==> config.mk <==
export PLATFORM = sky130hd
export DESIGN_NAME = ysyx_22050550_wbu
export DESIGN_NICKNAME = d
export VERILOG_FILES = /design/src/rtl/ysyx_22050550_wbu_pkg.sv /design/src/rtl/ysyx_22050550_wbu_csrdec.sv /design/src/rtl/ysyx_22050550_wbu.sv
export SDC_FILE = /design/constraint.sdc
export NUM_CORES = 1
export LEC_CHECK = 0
export ABC_AREA = 1
export BUFFER_PORTS_ARGS = -buffer_cell sky130_fd_sc_hd__buf_4
export CORE_AREA = 2 2 391 393
export DETAILED_ROUTE_END_ITERATION = 10
export DIE_AREA = 0 0 393 395
export PLACE_DENSITY = 0.5
export SYNTH_ARGS = -nofsm -noshare
export SYNTH_HDL_FRONTEND = slang
export SYNTH_SLANG_ARGS = --single-unit
==> constraint.sdc <==
create_clock -name clock -period 2.6 [get_ports clock]
set_clock_uncertainty 0.05 [all_clocks]
set_input_delay 0.52 -clock clock [delete_from_list [all_inputs] [get_ports clock]]
set_output_delay 0.52 -clock clock [all_outputs]
set_load 0.05 [all_outputs]
==> src/rtl/ysyx_22050550_wbu_pkg.sv <==
// Shared definitions for the write-back unit.
// Contents:
//   - CSR addresses.
//   - wbcsren bit positions.
//   - mstatus field positions.
//   - FSM state encoding.
//   - mstatus rewrite helpers used on trap entry and on return.
package ysyx_22050550_wbu_pkg;

    // CSR addresses (machine mode)
    localparam logic [11:0] CSR_MSTATUS = 12'h300;
    localparam logic [11:0] CSR_MIE     = 12'h304;
    localparam logic [11:0] CSR_MTVEC   = 12'h305;
    localparam logic [11:0] CSR_MEPC    = 12'h341;
    localparam logic [11:0] CSR_MCAUSE  = 12'h342;
    localparam logic [11:0] CSR_MIP     = 12'h344;

    // wbcsren bit indices; bits 6..7 are never driven
    localparam int EN_MEPC    = 0;
    localparam int EN_MCAUSE  = 1;
    localparam int EN_MTVEC   = 2;
    localparam int EN_MSTATUS = 3;
    localparam int EN_MIE     = 4;
    localparam int EN_MIP     = 5;

    // mstatus fields
    localparam int MS_MIE    = 3;
    localparam int MS_MPIE   = 7;
    localparam int MS_MPP_LO = 11;
    localparam int MS_MPP_HI = 12;

    typedef enum logic [1:0] {
        ST_IDLE   = 2'd0,
        ST_COMMIT = 2'd1,
        ST_TRAP2  = 2'd2
    } wbu_state_e;

    // Trap entry: stash MIE into MPIE, mask interrupts, record M-mode as previous privilege.
    function automatic logic [63:0] mstatus_trap(input logic [63:0] s);
        logic [63:0] r;
        r                      = s;
        r[MS_MPIE]             = s[MS_MIE];
        r[MS_MIE]              = 1'b0;
        r[MS_MPP_HI:MS_MPP_LO] = 2'b11;
        return r;
    endfunction

    // Trap return: restore MIE from MPIE, set MPIE, drop previous privilege to U.
    function automatic logic [63:0] mstatus_mret(input logic [63:0] s);
        logic [63:0] r;
        r                      = s;
        r[MS_MIE]              = s[MS_MPIE];
        r[MS_MPIE]             = 1'b1;
        r[MS_MPP_HI:MS_MPP_LO] = 2'b00;
        return r;
    endfunction

endpackage

==> src/rtl/ysyx_22050550_wbu_csrdec.sv <==
// CSR address decoder (combinational).
// Ports:
//   csr_wen, csr_addr  CSR write request.
//   csr_en[7:0]        one-hot enable, or zero if the address is unmapped or there is no write.
module ysyx_22050550_wbu_csrdec
    import ysyx_22050550_wbu_pkg::*;
(
    input  logic        csr_wen,
    input  logic [11:0] csr_addr,
    output logic [7:0]  csr_en
);

    always_comb begin
        csr_en = '0;
        if (csr_wen) begin
            case (csr_addr)
                CSR_MEPC:    csr_en[EN_MEPC]    = 1'b1;
                CSR_MCAUSE:  csr_en[EN_MCAUSE]  = 1'b1;
                CSR_MTVEC:   csr_en[EN_MTVEC]   = 1'b1;
                CSR_MSTATUS: csr_en[EN_MSTATUS] = 1'b1;
                CSR_MIE:     csr_en[EN_MIE]     = 1'b1;
                CSR_MIP:     csr_en[EN_MIP]     = 1'b1;
                default:     csr_en             = '0;
            endcase
        end
    end

endmodule

==> src/rtl/ysyx_22050550_wbu.sv <==
// Write-back unit: the last pipeline stage, in front of the register/CSR file.
// Latches one retiring instruction per handshake. It then drives:
//   - the GPR write port;
//   - the CSR write enables and data;
//   - the commit strobe;
//   - the fetch redirect.
// ecall takes two cycles: mepc/mcause are written first, then mstatus plus the redirect.
// Ports:
//   clock, reset (async, active low)
//   in_* : upstream handshake and instruction fields
//   mepc/mtvec/mstatus : current CSR values
//   io_w* : GPR write port
//   wb* / wbcsren : CSR write data and enables
//   redirect_* : fetch redirect
//   commit_* : retire indication
// Optional feature: define YSYX_22050550_WBU_MINSTRET_EN to add the minstret counter output.
module ysyx_22050550_wbu
    import ysyx_22050550_wbu_pkg::*;
#(
    parameter int              XLEN        = 64,
    parameter logic [XLEN-1:0] ECALL_CAUSE = 64'd11
) (
    input  logic            clock,
    input  logic            reset,
    input  logic            in_valid,
    output logic            in_ready,
    input  logic [XLEN-1:0] in_pc,
    input  logic [4:0]      in_rd,
    input  logic            in_rd_wen,
    input  logic [XLEN-1:0] in_rd_data,
    input  logic            in_csr_wen,
    input  logic [11:0]     in_csr_addr,
    input  logic [XLEN-1:0] in_csr_wdata,
    input  logic            in_ecall,
    input  logic            in_mret,
    input  logic [XLEN-1:0] mepc,
    input  logic [XLEN-1:0] mtvec,
    input  logic [XLEN-1:0] mstatus,
    output logic [4:0]      io_waddr,
    output logic [XLEN-1:0] io_wdata,
    output logic            io_wen,
    output logic [XLEN-1:0] wbmepc,
    output logic [XLEN-1:0] wbmcause,
    output logic [XLEN-1:0] wbmtvec,
    output logic [XLEN-1:0] wbmstatus,
    output logic [XLEN-1:0] wbmie,
    output logic [XLEN-1:0] wbmip,
    output logic [7:0]      wbcsren,
    output logic            redirect_valid,
    output logic [XLEN-1:0] redirect_pc,
    output logic            commit_valid,
    output logic [XLEN-1:0] commit_pc
`ifdef YSYX_22050550_WBU_MINSTRET_EN
    ,
    output logic [63:0]     minstret
`endif
);

    wbu_state_e      state;
    logic            accept;

    // latched instruction
    logic [XLEN-1:0] l_pc, l_rd_data, l_csr_wdata;
    logic [4:0]      l_rd;
    logic [11:0]     l_csr_addr;
    logic            l_rd_wen, l_csr_wen, l_ecall, l_mret;

    // last driven value of each data bus, so buses hold while their enable is low
    logic [4:0]      waddr_q;
    logic [XLEN-1:0] wdata_q, mepc_q, mcause_q, mtvec_q, mstatus_q, mie_q, mip_q;
    logic [XLEN-1:0] redir_q, cpc_q;

    logic [7:0]      dec_en;
    logic            in_commit, in_trap2;

    assign in_commit = (state == ST_COMMIT);
    assign in_trap2  = (state == ST_TRAP2);
    // An ecall in COMMIT must move to TRAP2, so it cannot take a new instruction.
    assign in_ready  = (state == ST_IDLE) || (in_commit && !l_ecall);
    assign accept    = in_valid && in_ready;

    ysyx_22050550_wbu_csrdec u_csrdec (
        .csr_wen  (l_csr_wen),
        .csr_addr (l_csr_addr),
        .csr_en   (dec_en)
    );

    always_comb begin
        wbcsren = '0;
        if (in_commit) begin
            if (l_ecall) begin
                wbcsren[EN_MEPC]   = 1'b1;
                wbcsren[EN_MCAUSE] = 1'b1;
            end else begin
                wbcsren = dec_en;
                if (l_mret) wbcsren[EN_MSTATUS] = 1'b1;
            end
        end else if (in_trap2) begin
            wbcsren[EN_MSTATUS] = 1'b1;
        end
    end

    assign io_wen         = in_commit && !l_ecall && l_rd_wen && (l_rd != 5'd0);
    assign commit_valid   = in_commit;
    assign redirect_valid = in_trap2 || (in_commit && l_mret);

    assign io_waddr  = io_wen ? l_rd      : waddr_q;
    assign io_wdata  = io_wen ? l_rd_data : wdata_q;
    assign commit_pc = in_commit ? l_pc : cpc_q;
    assign wbmepc    = wbcsren[EN_MEPC]   ? (l_ecall ? l_pc : l_csr_wdata) : mepc_q;
    assign wbmcause  = wbcsren[EN_MCAUSE] ? (l_ecall ? ECALL_CAUSE : l_csr_wdata) : mcause_q;
    assign wbmtvec   = wbcsren[EN_MTVEC]  ? l_csr_wdata : mtvec_q;
    assign wbmie     = wbcsren[EN_MIE]    ? l_csr_wdata : mie_q;
    assign wbmip     = wbcsren[EN_MIP]    ? l_csr_wdata : mip_q;
    // mstatus is taken live from the register file in the cycle it is rewritten
    assign wbmstatus = !wbcsren[EN_MSTATUS] ? mstatus_q :
                       in_trap2             ? mstatus_trap(mstatus) :
                       l_mret               ? mstatus_mret(mstatus) : l_csr_wdata;
    assign redirect_pc = !redirect_valid ? redir_q : (in_trap2 ? mtvec : mepc);

    always_ff @(posedge clock or negedge reset) begin
        if (!reset) begin
            state       <= ST_IDLE;
            l_pc        <= '0;
            l_rd        <= '0;
            l_rd_wen    <= 1'b0;
            l_rd_data   <= '0;
            l_csr_wen   <= 1'b0;
            l_csr_addr  <= '0;
            l_csr_wdata <= '0;
            l_ecall     <= 1'b0;
            l_mret      <= 1'b0;
            waddr_q     <= '0;
            wdata_q     <= '0;
            mepc_q      <= '0;
            mcause_q    <= '0;
            mtvec_q     <= '0;
            mstatus_q   <= '0;
            mie_q       <= '0;
            mip_q       <= '0;
            redir_q     <= '0;
            cpc_q       <= '0;
        end else begin
            case (state)
                ST_IDLE:   if (accept) state <= ST_COMMIT;
                ST_COMMIT: state <= l_ecall ? ST_TRAP2 : (accept ? ST_COMMIT : ST_IDLE);
                ST_TRAP2:  state <= ST_IDLE;
                default:   state <= ST_IDLE;
            endcase
            if (accept) begin
                l_pc        <= in_pc;
                l_rd        <= in_rd;
                l_rd_wen    <= in_rd_wen;
                l_rd_data   <= in_rd_data;
                l_csr_wen   <= in_csr_wen;
                l_csr_addr  <= in_csr_addr;
                l_csr_wdata <= in_csr_wdata;
                l_ecall     <= in_ecall;
                l_mret      <= in_mret;
            end
            waddr_q   <= io_waddr;
            wdata_q   <= io_wdata;
            mepc_q    <= wbmepc;
            mcause_q  <= wbmcause;
            mtvec_q   <= wbmtvec;
            mstatus_q <= wbmstatus;
            mie_q     <= wbmie;
            mip_q     <= wbmip;
            redir_q   <= redirect_pc;
            cpc_q     <= commit_pc;
        end
    end

`ifdef YSYX_22050550_WBU_MINSTRET_EN
    always_ff @(posedge clock or negedge reset) begin
        if (!reset)         minstret <= '0;
        else if (in_commit) minstret <= minstret + 64'd1;
    end
`endif

`ifndef SYNTHESIS
    always @(posedge clock) begin
        if (reset && in_valid) begin
            assert (!(in_ecall && in_mret))
                else $error("wbu: in_ecall and in_mret both high");
        end
    end
`endif

endmodule

==> impl_metrics.json <==
{
  "crit-reg2reg-launch": "state[1]",
  "violations": "negative setup slack",
  "holdWs_ns": 0.0858,
  "arrival_ns": 2.67,
  "synth_top_area_cell": "dfrtp_1",
  "synth_cells": 3536,
  "post_dp_cell_area_mm2": 0.0441,
  "sequentialPowerShare_pct": 25.6,
  "routed-via-count": 31000,
  "hold_class": "in2reg",
  "wirelength_um": 168000,
  "worstSetupEndpointType": "output pin",
  "drc": 0,
  "io_pins": 1001,
  "routedWlPerCell_um": 23.3,
  "power_density_mw_per_mm2": 1140,
  "crit_fanout": 57,
  "synthesis.area_mm2": 0.0317,
  "yosys-mux-area-fraction_pct": 0,
  "ys_top_cells_by_count": "1,416 x nand2_1, 796 x dfrtp_1, 306 x o21ai_0, 197 x nand3_1, 152 x o21ai_1",
  "worst_slack_ns": -0.637,
  "cell_internal_pwr_mw": 36.8,
  "status": "finished with violations",
  "rsz0062_at_grt": "yes",
  "critPathKind": "reg2out",
  "initial_utilization_pct": 20.9,
  "p_switching_mw": 29.8,
  "cts_buffers": 96,
  "clock.fmax_mhz": 309,
  "required_ns": 2.03,
  "clk_pin_slew_worst_paths_ns": 0.07,
  "synthSimpleGateAreaFrac_pct": 21.8,
  "die_area_mm2": 0.155,
  "worst_pin_slew_ns": 0.930,
  "comb_power_share_pct": 52.3,
  "critical-path-top-delay-family": "buffers and inverters",
  "antenna_found_initial": 19,
  "fin_crit_ns": 3.24,
  "grt_max_degree": 97,
  "fin_crit_sh_pct": 124,
  "synth_top_family_by_area": "simple AND/OR/NAND/NOR gates",
  "cts_root_buffer": "clkbuf_16",
  "hold_path.startpoint": "in_pc[60]",
  "drv_slew": 0,
  "drive_gt1_share_pct": 43.1,
  "place_congestion": 0.875,
  "worst-path-stages": 9,
  "first_pass_iters": 5,
  "syn_area_per_cell_um2": 8.95,
  "r2r-end": "l_csr_wdata[41]",
  "drt_iter0_drc": 1836,
  "stdcell_area_mm2": 0.0582,
  "row_count": 143,
  "power_leakage_nw": 28.6,
  "grt_pass1_wl_um": 213000,
  "dp_hpwl_um": 106000,
  "via_per_inst": 4.32,
  "instances_no_fill": 7186,
  "clock-sinks": 796,
  "p_total_mw": 66.6,
  "ys_seq_area_share_pct": 62.9,
  "synthXorXnorAreaFrac_pct": 0,
  "async_reset_ff_share_pct": 100,
  "ff2ff_setup_slack_ns": 0.19,
  "setup_viol": 590,
  "min_to": "l_pc[60]",
  "path_buf_inv": 4,
  "drtAntennaViolNets": 0,
  "maxCapViolCount": 0,
  "synth_top_area_share_pct": 62.9,
  "grt.overflow.total": 0,
  "relSlewSlack_pct": 38.0,
  "slowest_delay_ns": 0.44,
  "port-buffer-count": 996,
  "critPathLaunch": "state[1]",
  "yosysMostFrequentCell": "nand2_1",
  "synth_seq_cells": 796,
  "grt_pass1_vias": 30300,
  "clk-insertion-delay-late_ns": 0.68,
  "nets": 5474,
  "synth-compound-area-share_pct": 10.1,
  "dp_cells": 6584,
  "final_hold_viol_count": 0,
  "critPathLaunchType": "register",
  "clockPowerShare_pct": 22.1,
  "core_mm2": 0.151,
  "die_w_um": 393,
  "synth_edf_count": 0,
  "htreeDepth": 3,
  "die_h_um": 395,
  "critPathSlowestCell": "dfrtp_2",
  "swShare_pct": 44.8,
  "yosysUniqueCellTypes": 23,
  "grt.total_usage_pct": 18.9,
  "whs_path_depth": 3,
  "ys_top_cells_by_area": "dfrtp_1 63%, nand2_1 17%, o21ai_0 4.8%, nand3_1 3.1%, o21ai_1 2.4%",
  "synth-adder-area-share_pct": 0,
  "crit_chain": "buf_6 > nor2_4 > nand2_4 > nor3_2 > buf_4 > nand2_4 > buf_12 > o21ai_2 > buf_6",
  "ys.flop_type": "dfrtp_1",
  "r2r_cells": 10,
  "clk_path_buf_depth": 3,
  "ir_drop_mv": 1.10,
  "ys_warn_count": 0,
  "tritoncts": "yes",
  "syn_to_final_growth_pct": 83.8
}
[worst reg2reg max path: cells and delay by family (launching register included)]
family / cells / cell delay [ns]
AOI/OAI and AO/OA: 2 / 0.43
and+or+nand+nor: 1 / 0.20
buffers and inverters: 7 / 1.13
DFF: 1 / 0.44
[repair_timing]
action                                  in CTS  in global routing
buffers inserted                            28                 92
hold endpoints to repair                   250                  0
endpoints found under the setup margin     589                589
pin swaps                                   21                110
gates resized for setup                    324               1127
hold buffers                               231                  0
cloned                                      21                 45
[worst max path at each step]
stage / slack, ns / end
after floorplan: -0.38 / wbmtvec[54]
after global placement: -0.04 / wbmstatus[6]
after detailed placement: -0.05 / wbmstatus[6]
after CTS: -0.65 / wbmstatus[26]
after global routing: -0.75 / wbmip[42]
final: -0.64 / wbmip[38]
[cell families (layout without fill, tap and decap cells)]
group,Yosys count,after routing
AND/OR/NAND/NOR,1762,1762
flip-flops,796,796
AO/OA/AOI/OAI,589,589
buffers and inverters,388,1997
other,1,12
[metal layers]
layer | GRT usage, % | wire length, µm | vias up
li1 | - | - | 14400
met1 | 23.0 | 67900 | 15300
met2 | 31.3 | 80900 | 1085
met3 | 6.12 | 13000 | 247
met4 | 5.95 | 5690 | 8
met5 | 0 | 61 | -
[power groups by stage]
stage / Combinational [mW] / Sequential, mW / Clock (mW)
floorplan: 17.2 / 16.8 / 0
global placement: 28.1 / 17.0 / 0
detailed placement: 28.1 / 17.0 / 0
CTS: 30.6 / 16.9 / 15.0
global route: 36.6 / 17.4 / 15.6
finish: 34.8 / 17.1 / 14.7
[final cells by class]
type | instances | area (µm²)
Fill cell | 14900 | 93000
Sequential cell | 796 | 19900
Timing Repair Buffer | 1666 | 17800
Multi-Input combinational cell | 2353 | 13800
Clock buffer | 134 | 2750
Tap cell | 2030 | 2540
Clock inverter | 44 | 712
Inverter | 153 | 633
Antenna cell | 10 | 25.0
[cells in the final DEF (no fill, tap or decap), drive strengths merged]
cell type / instances
inv: 156
or2: 1
bufbuf: 4
o21ai: 458
a31oi: 64
diode: 10
nor3: 3
nand2: 1419
clkbuf: 165
dfrtp: 796
buf: 1400
clkinvlp: 2
o21bai: 61
clkinv: 23
nor2: 142
a21oi: 6
dlygate4sd3: 231
conb: 2
nand3: 197
bufinv: 16
[per-stage QoR]
| step | TNS (ns) | setup slack [ns] | util (%) |
|---|---|---|---|
| after floorplan | -6.35 | -0.376 | - |
| after global placement | -0.0463 | -0.0444 | 29.2 |
| after detailed placement | -0.0453 | -0.0453 | 29.2 |
| after CTS | -324.95 | -0.655 | 34.4 |
| after global routing | -351.35 | -0.745 | 38.5 |
| final | -266.72 | -0.637 | 38.5 |
No activity file was read; power rests on OpenSTA's default activity.
